`src/rtl/timer_pkg.sv`:
```
// ----------------------------------------------------------------------------
// timer_pkg
// Shared definitions for the parametrised timer counter:
//   - timer_mode_e : run-mode encodings (free-run, auto-reload, one-shot).
//                    Encoding 2'b11 is treated as free-run.
//   - max_count()  : all-ones value for a given counter width, used to build
//                    the terminal count of an up-counting timer.
// ----------------------------------------------------------------------------
package timer_pkg;

    typedef enum logic [1:0] {
        MODE_FREE     = 2'b00,
        MODE_RELOAD   = 2'b01,
        MODE_ONESHOT  = 2'b10,
        MODE_FREE_ALT = 2'b11
    } timer_mode_e;

    // All-ones value of a width-bit counter (valid for 1 <= width <= 63).
    function automatic logic [63:0] max_count(input int width);
        return (64'd1 << width) - 64'd1;
    endfunction

endpackage : timer_pkg

```
`src/rtl/timer_sticky_flag.sv`:
```
// ----------------------------------------------------------------------------
// timer_sticky_flag
// Sticky status bit: set by i_set, cleared by i_clr, set wins when both are
// asserted in the same cycle. Async active-high reset clears the flag.
// Ports:
//   clk    in  system clock
//   rst    in  asynchronous active-high reset
//   i_set  in  set request (one cycle)
//   i_clr  in  clear request (one cycle)
//   o_flag out registered flag value
// ----------------------------------------------------------------------------
module timer_sticky_flag (
    input  logic clk,
    input  logic rst,
    input  logic i_set,
    input  logic i_clr,
    output logic o_flag
);

    logic r_flag;

    // Flag register: set has priority over clear so no event is lost.
    always_ff @(posedge clk or posedge rst) begin
        if (rst) begin
            r_flag <= 1'b0;
        end else if (i_set) begin
            r_flag <= 1'b1;
        end else if (i_clr) begin
            r_flag <= 1'b0;
        end else begin
            r_flag <= r_flag;
        end
    end

    assign o_flag = r_flag;

endmodule : timer_sticky_flag

```
`src/rtl/timer_counter_param.sv`:
```
// ----------------------------------------------------------------------------
// timer_counter_param
// Parametrised up/down timer counter advanced by a one-cycle prescaler tick.
// Run modes: free-run (wrap), auto-reload (reload start_counter on wrap) and
// one-shot (hold wrapped value, stop until next load). Every wrap/reload
// event raises tc_pulse for one cycle and sets the sticky overflow/underflow
// flag.
//
// Optional feature macro: TIMER_CMP_EN
//   When defined, adds cmp_val/clr_cmp inputs and the sticky cmp_match output,
//   set on the edge where a tick or load makes count equal cmp_val.
//
// Parameters:
//   WIDTH    counter / load / compare width (>= 2)
//   RST_VAL  counter value after reset
// Ports:
//   clk, rst                     clock, async active-high reset
//   clk_ena                      count tick (one clk wide)
//   start_counter [WIDTH]        load / reload value
//   load                         load start_counter (ignores clk_ena)
//   up_down                      1 = up, 0 = down
//   enable                       count enable
//   mode [2]                     run mode, see timer_pkg::timer_mode_e
//   clr_overflow, clr_underflow  sticky flag clears
//   count [WIDTH]                current counter value
//   overflow, underflow          sticky wrap flags
//   tc_pulse                     one-cycle wrap/reload pulse
//   running                      counting permitted (0 after one-shot expiry)
// ----------------------------------------------------------------------------
module timer_counter_param
    import timer_pkg::*;
#(
    parameter int               WIDTH   = 8,
    parameter logic [WIDTH-1:0] RST_VAL = {WIDTH{1'b0}}
) (
    input  logic             clk,
    input  logic             rst,
`ifdef TIMER_CMP_EN
    input  logic [WIDTH-1:0] cmp_val,
    input  logic             clr_cmp,
    output logic             cmp_match,
`endif
    input  logic             clk_ena,
    input  logic [WIDTH-1:0] start_counter,
    input  logic             load,
    input  logic             up_down,
    input  logic             enable,
    input  logic [1:0]       mode,
    input  logic             clr_overflow,
    input  logic             clr_underflow,
    output logic [WIDTH-1:0] count,
    output logic             overflow,
    output logic             underflow,
    output logic             tc_pulse,
    output logic             running
);

    localparam logic [WIDTH-1:0] MAX_CNT  = WIDTH'(max_count(WIDTH));
    localparam logic [WIDTH-1:0] ZERO_CNT = {WIDTH{1'b0}};
    localparam logic [WIDTH-1:0] ONE_CNT  = {{(WIDTH-1){1'b0}}, 1'b1};

    logic [WIDTH-1:0] r_count;
    logic             r_running;
    logic             r_tc;

    logic [WIDTH-1:0] w_count_step;
    logic [WIDTH-1:0] w_count_nxt;
    logic             w_running_nxt;
    logic             w_tick;
    logic             w_at_limit;
    logic             w_wrap;

    assign w_tick       = enable & clk_ena & r_running;
    // Modulo arithmetic already yields the wrapped value (max->0, 0->max).
    assign w_count_step = up_down ? (r_count + ONE_CNT) : (r_count - ONE_CNT);
    assign w_at_limit   = up_down ? (r_count == MAX_CNT) : (r_count == ZERO_CNT);
    // A load in the same cycle suppresses the wrap event entirely.
    assign w_wrap       = w_tick & w_at_limit & ~load;

    // Next-state selection: load > tick > hold.
    always_comb begin
        w_count_nxt   = r_count;
        w_running_nxt = r_running;
        if (load) begin
            w_count_nxt   = start_counter;
            w_running_nxt = 1'b1;
        end else if (w_tick) begin
            if (w_wrap) begin
                case (timer_mode_e'(mode))
                    MODE_RELOAD: begin
                        w_count_nxt = start_counter;
                    end
                    MODE_ONESHOT: begin
                        w_count_nxt   = w_count_step;
                        w_running_nxt = 1'b0;
                    end
                    default: begin
                        w_count_nxt = w_count_step;
                    end
                endcase
            end else begin
                w_count_nxt = w_count_step;
            end
        end else begin
            w_count_nxt = r_count;
        end
    end

    // Counter, run state and terminal-count pulse registers.
    always_ff @(posedge clk or posedge rst) begin
        if (rst) begin
            r_count   <= RST_VAL;
            r_running <= 1'b1;
            r_tc      <= 1'b0;
        end else begin
            r_count   <= w_count_nxt;
            r_running <= w_running_nxt;
            r_tc      <= w_wrap;
        end
    end

    timer_sticky_flag u_ovf_flag (
        .clk    (clk),
        .rst    (rst),
        .i_set  (w_wrap & up_down),
        .i_clr  (clr_overflow),
        .o_flag (overflow)
    );

    timer_sticky_flag u_unf_flag (
        .clk    (clk),
        .rst    (rst),
        .i_set  (w_wrap & ~up_down),
        .i_clr  (clr_underflow),
        .o_flag (underflow)
    );

`ifdef TIMER_CMP_EN
    logic w_cmp_set;
    // Match is judged on the value the counter is about to take.
    assign w_cmp_set = (load | w_tick) & (w_count_nxt == cmp_val);

    timer_sticky_flag u_cmp_flag (
        .clk    (clk),
        .rst    (rst),
        .i_set  (w_cmp_set),
        .i_clr  (clr_cmp),
        .o_flag (cmp_match)
    );
`endif

    assign count    = r_count;
    assign running  = r_running;
    assign tc_pulse = r_tc;

endmodule : timer_counter_param

```
`config.mk`:
```
export PLATFORM = sky130hd
export DESIGN_NAME = timer_counter_param
export DESIGN_NICKNAME = d
export VERILOG_FILES = /design/src/rtl/timer_pkg.sv /design/src/rtl/timer_sticky_flag.sv /design/src/rtl/timer_counter_param.sv
export SDC_FILE = /design/constraint.sdc
export NUM_CORES = 1
export LEC_CHECK = 0
export ABC_CLOCK_PERIOD_IN_PS = 2300
export CAP_MARGIN = 20
export CORE_ASPECT_RATIO = 0.6
export CORE_MARGIN = 1.5
export CORE_UTILIZATION = 30
export CTS_CLUSTER_SIZE = 28
export DETAILED_ROUTE_END_ITERATION = 10
export PLACE_DENSITY = 0.62
export REMOVE_ABC_BUFFERS = 1
export SYNTH_ARGS = -nofsm -noshare
export SYNTH_HDL_FRONTEND = slang
export SYNTH_SLANG_ARGS = --single-unit
```
`constraint.sdc`:
```
create_clock -name clk -period 2.3 [get_ports clk]
set_clock_uncertainty 0.15 [all_clocks]
set_input_delay 0.345 -clock clk [delete_from_list [all_inputs] [get_ports clk]]
set_output_delay 0.345 -clock clk [all_outputs]
set_load 0.01 [all_outputs]
```
==> flow_metrics.env, run 1 <==
export IMPL_die_height_um=43.9
export IMPL_die_area_um2=3120
export IMPL_holdBufCountCts=0
export IMPL_clk_pin_slew_ps=60
export IMPL_cap_violations=0
export IMPL_synth_top_cell_area_share_pct=32.9
export IMPL_cts_root_buf="clkbuf_8"
export IMPL_dp_hpwl_um=1910
export IMPL_worst_path_stages=7
export IMPL_antenna_found_initial=0
export IMPL_grt_max_degree=15
export IMPL_status="completed"
export IMPL_antenna_cells=0
export IMPL_wl_per_cell_um=14.3
export IMPL_syn_to_final_growth_pct=62.4
export IMPL_cts_tree="built"
export IMPL_drc=0
export IMPL_post_place_ws_ps=-423
export IMPL_grt_pass1_vias=821
export IMPL_design_final_nets=160
export IMPL_crit_chain="or4_1 -> nor4_2 -> o21ai_2 -> o21bai_4 -> buf_12 -> nor3_1 -> a221o_1"
export IMPL_hold_viol=0
export IMPL_yosysSeqAreaShare_pct=36.1
export IMPL_synth_seq_cells=12
export IMPL_numCtsBuffers=3
export IMPL_grt_overflow_total=0
export IMPL_num_vias=843
export IMPL_path_class="register to register"
export IMPL_worstReg2RegEnd="count[5]"
export IMPL_powerDensity_nw_per_um2=708
export IMPL_wl_um=2370
export IMPL_startpoint="count[4]"
export IMPL_critPathRequiredTime_ps=2280
export IMPL_finalWeightedCongestion=0.875
export IMPL_end_kind="register"
export IMPL_synth_cells=85
export IMPL_multi_input_area_um2=512
export IMPL_syn_cell_area_um2=836
export IMPL_layout_commonest_cell="clkdlybuf4s50_1"
export IMPL_final_cell_mix="clkdlybuf4s50_1, buf_4, dfrtp_1"
export IMPL_ioPinCount=30
export IMPL_drt_antenna_violating_nets=0
export IMPL_clkLatencyLatePin_ps=250
export IMPL_finalCritPeriodShare_pct=96.0
export IMPL_rsz0062_at_grt="no"
export IMPL_start_kind="register"
export IMPL_fp_coreArea_um2=2570
export IMPL_path_delay_family="simple AND/OR/NAND/NOR gates"
export IMPL_nFillCells=220
export IMPL_grt_pass1_wl_um=3820
export IMPL_path_max_fanout=11
export IMPL_ir_worst_vdd_v=0.000350
export IMPL_clock_sinks=12
export IMPL_synth_cell_types=35
export IMPL_max_stage_delay_ps=580
export IMPL_hp_class="primary input to asynchronous set/reset pin"
export IMPL_start_util_pct=32.5
export IMPL_grtUsageTotal_pct=16.3
export IMPL_slew_viol_final=0
export IMPL_finalSetupViolations=0
export IMPL_ys_top_cells_by_area="dfrtp_1, ha_1, a221o_1, xnor2_1, nor3_1"
export IMPL_worst_pin_slew_ps=491
export IMPL_syn_area_per_cell_um2=9.83
export IMPL_ff_latch_area_um2=302
export IMPL_fin_util_pct=52.7
export IMPL_num_rows=14
export IMPL_dieWidth_um=71.1
export IMPL_fin_ws_ps=92.8
export IMPL_reg2reg_from="count[4]"
export IMPL_leakagePower_nw=0.591
export IMPL_port_buffers=29
export IMPL_r2r_slack_ps=90
export IMPL_drive_gt1_share_pct=21.6
export IMPL_slew_headroom_pct=67.2
export IMPL_cp_arrival_ps=2190
export IMPL_vias_per_cell=5.08
export IMPL_cp_slowest_cell="or4_1"
export IMPL_first_pass_iters=4
export IMPL_drt_initial_drc_count=54
export IMPL_htree_levels=1
export IMPL_stdcell_area_um2=1360
export IMPL_max_freq_ghz=0.453
export IMPL_synth_area_leader_cell="dfrtp_1"
export IMPL_rr_worst_depth=7
export IMPL_cts_path_max_buffers=2
export IMPL_dpl_instance_area_um2=1300
export IMPL_tns_ps=0
export IMPL_yosys_warnings=0
export IMPL_period_needed_ps=2210
export IMPL_worst_path_buf_inv=1
==> per-layer routing <==
layer  vias to the layer above  wire (um)  global-route usage, %
met4                         0         42                   4.53
li1                        415          -                      -
met5                         -          0                      0
met2                        27       1040                   25.4
met3                         5        143                   6.28
met1                       396       1150                   21.3
==> cell families after synthesis <==
group / share of synthesized area, %
buffers and inverters: 4.64
AND/OR/NAND/NOR: 15.1
AO/OA/AOI/OAI: 25.3
XOR/XNOR: 6.29
flip-flops: 36.1
adder cells (fa/ha/maj): 11.4
multiplexers: 1.20
==> synth_stat cells, drive strengths merged <==
master,instances
o31ai,1
a22o,1
ha,6
nor3,6
o21bai,2
dfstp,1
nand4,1
dfrtp,11
buf,2
xnor2,4
fa,1
a21o,3
mux2i,1
nand2,5
or4,1
and3,1
xor2,2
a21oi,4
a221o,5
or3,1
nand2b,1
nor2,5
nor4,1
or3b,1
nand3,1
a31o,1
a22oi,2
a32oi,1
o211a,1
o21ai,6
inv,6
==> cell type report <==
class,instances,share of cell area (%)
well taps,32,2.95
repair buffers,47,32.2
flip-flops and latches,12,22.2
inverters,6,1.66
clock buffers,4,3.32
multi-input cells,65,37.7
==> registers in the layout, summed over array words and instances, names as in the netlist <==
signal / flops
count: 8
u_ovf_flag.o_flag: 1
u_unf_flag.o_flag: 1
running: 1
tc_pulse: 1
==> worst reg2reg max path, delay by kind of cell, from the launching register on <==
| kind | cells | cell delay [ps] |
|---|---|---|
| simple gates | 3 | 900 |
| buf+inv | 1 | 140 |
| compound gates | 3 | 520 |
| flops | 1 | 370 |
==> worst max path at each step <==
stage	to	slack, ps
after floorplan	count[2]	90
after global routing	count[5]	40
after CTS	count[5]	90
after detailed placement	count[7]	-420
final	count[5]	90
after global placement	count[6]	-370
==> power by group <==
part	internal (mW)	total, mW	switching [mW]	leakage [nW]
registers	0.242	0.274	0.0315	0.147
logic	0.270	0.476	0.206	0.421
clock network	0.123	0.211	0.0878	0.0228
total	0.636	0.961	0.325	0.591
==> per-stage QoR <==
stage / hold slack (ps) / power (mW) / cells
after floorplan: 59.0 / 0.509 / 83
after global routing: 343 / 1.03 / 166
after detailed placement: 355 / 0.740 / 162
after CTS: 296 / 0.970 / 166
after global placement: 349 / 0.727 / 162
final: 270 / 0.961 / 166
==> repair_timing <==
action                     in CTS  in global routing
setup endpoints to repair       4                  0
resized for setup               5                  0
setup buffers                   0                  0
Note: power is estimated with default switching activity, not from simulation.
==> run 2: changes to the inputs <==
--- a/config.mk
+++ b/config.mk
@@ -12,7 +12,8 @@
 export CORE_UTILIZATION = 30
 export CTS_CLUSTER_SIZE = 28
 export DETAILED_ROUTE_END_ITERATION = 10
-export PLACE_DENSITY = 0.62
+export DONT_BUFFER_PORTS = 1
+export PLACE_DENSITY = 0.47
 export REMOVE_ABC_BUFFERS = 1
 export SYNTH_ARGS = -nofsm -noshare
 export SYNTH_HDL_FRONTEND = slang
==> flow_metrics.env, run 2 (same netlist as run 1, synthesis figures left out) <==
export IMPL_post_place_ws_ps=26.3
export IMPL_layout_commonest_cell="buf_4"
export IMPL_dpl_instance_area_um2=957
export IMPL_cts_path_max_buffers=2
export IMPL_hold_viol=0
export IMPL_clkLatencyLatePin_ps=240
export IMPL_drt_initial_drc_count=27
export IMPL_tns_ps=0
export IMPL_stdcell_area_um2=1030
export IMPL_antenna_found_initial=0
export IMPL_clock_sinks=12
export IMPL_crit_chain="or3_1 -> nor4_2 -> o21ai_2 -> o21bai_4 -> buf_4 -> nor3_1 -> a221o_1"
export IMPL_nFillCells=258
export IMPL_wl_um=2030
export IMPL_status="completed"
export IMPL_start_kind="register"
export IMPL_start_util_pct=32.5
export IMPL_cp_slowest_cell="dfrtp_1"
export IMPL_grt_overflow_total=0
export IMPL_critPathRequiredTime_ps=2270
export IMPL_syn_to_final_growth_pct=23.7
export IMPL_htree_levels=1
export IMPL_cts_root_buf="clkbuf_8"
export IMPL_period_needed_ps=2160
export IMPL_slew_headroom_pct=36.5
export IMPL_vias_per_cell=5.23
export IMPL_design_final_nets=127
export IMPL_final_cell_mix="buf_4, dfrtp_1, nor3_1, inv_1, ha_1"
export IMPL_path_max_fanout=8
export IMPL_dp_hpwl_um=1650
export IMPL_fin_ws_ps=136
export IMPL_grt_max_degree=15
export IMPL_finalWeightedCongestion=0.752
export IMPL_num_vias=696
export IMPL_ioPinCount=30
export IMPL_fin_util_pct=40.1
export IMPL_cap_violations=0
export IMPL_clk_pin_slew_ps=60
export IMPL_hp_class="primary input to register"
export IMPL_antenna_cells=0
export IMPL_end_kind="register"
export IMPL_path_class="register to register"
export IMPL_drt_antenna_violating_nets=0
export IMPL_first_pass_iters=4
export IMPL_grtUsageTotal_pct=14.3
export IMPL_slew_viol_final=0
export IMPL_finalSetupViolations=0
export IMPL_path_delay_family="simple AND/OR/NAND/NOR gates"
export IMPL_max_stage_delay_ps=460
export IMPL_die_height_um=43.9
export IMPL_grt_pass1_wl_um=3320
export IMPL_grt_pass1_vias=669
export IMPL_max_freq_ghz=0.462
export IMPL_largest_register_ffs=8
export IMPL_wl_per_cell_um=15.2
export IMPL_drive_gt1_share_pct=23.8
export IMPL_worst_path_buf_inv=1
export IMPL_die_area_um2=3120
export IMPL_drc=0
export IMPL_dieWidth_um=71.1
export IMPL_ir_worst_vdd_v=0.000237
export IMPL_cts_tree="built"
export IMPL_rsz0062_at_grt="no"
export IMPL_fp_coreArea_um2=2570
export IMPL_cp_arrival_ps=2140
export IMPL_worst_pin_slew_ps=949
export IMPL_powerDensity_nw_per_um2=835
export IMPL_num_rows=14
export IMPL_leakagePower_nw=0.461
export IMPL_finalCritPeriodShare_pct=94.1
export IMPL_port_buffers=0
export IMPL_numCtsBuffers=3
run 2: cell count changes in the layout (fill, tap and decap cells not counted), sizes merged:
cell           delta
clkdlybuf4s50    -28
dlygate4sd2       -1
buf               -5
dlygate4sd3       +1
run 2: worst register-to-register path: cells and delay by family (launching register included):
kind	cells	cell delay [ps]
flops	1	460
compound gates	3	560
buf+inv	1	180
simple gates	3	710
run 2: report_power, final:
part | internal (mW) | leakage [nW] | total (mW) | switching [mW]
combinational | 0.171 | 0.285 | 0.357 | 0.186
clock | 0.151 | 0.0288 | 0.233 | 0.0814
sequential | 0.242 | 0.147 | 0.273 | 0.0304
total | 0.565 | 0.461 | 0.863 | 0.297
run 2: metrics by stage:
step                      cells  hold slack (ps)  power (mW)
after floorplan              83             59.0       0.509
after global placement      128              133       0.623
after detailed placement    128              132       0.622
after CTS                   133             48.4       0.860
after global routing        133             47.6       0.929
final                       133             48.3       0.863
run 2: repair_timing:
| action | in CTS | in global routing |
|---|---|---|
| endpoints found under the hold margin | 11 | 0 |
| resized for setup | 0 | 3 |
| setup endpoints to repair | 0 | 7 |
| hold buffers | 1 | 0 |
| setup buffers | 0 | 0 |
run 2: routing by layer:
metal	vias to the layer above	track usage [%]	share of wire [%]	routed length, um
met1	319	20.7	49	1000
met3	0	6.28	9.2	187
met5	-	0	0	0
met2	26	20.0	41	837
li1	351	-	-	-
met4	0	2.26	0	0
run 2: layout make-up:
class                      count  area (um2)  area share (%)
sequential                    12         302            29.2
clock buffer                   4        55.1            5.33
inverter                       6        22.5            2.18
timing repair buffer          14         108            10.4
multi-input combinational     65         507            49.0
tap                           32        40.0            3.87
run 2: final timing paths:
kind,from,to,slack [ps],cells after the start
worst max-delay path,count[3],count[4],140,7
worst min-delay path,load,running,50,1
worst max register to register,count[3],count[4],140,7
worst min register to register,running,running,390,1
max in group asynchronous,rst,running,1230,2
min in group asynchronous,rst,count[2],420,2
==> run 3: changes to the inputs <==
--- a/config.mk
+++ b/config.mk
@@ -15,6 +15,7 @@
 export DONT_BUFFER_PORTS = 1
 export PLACE_DENSITY = 0.47
 export REMOVE_ABC_BUFFERS = 1
+export SLEW_MARGIN = 0
 export SYNTH_ARGS = -nofsm -noshare
 export SYNTH_HDL_FRONTEND = slang
 export SYNTH_SLANG_ARGS = --single-unit
==> results of run 3 <==
Final layout, timing and power as in run 2 (identical DEF).
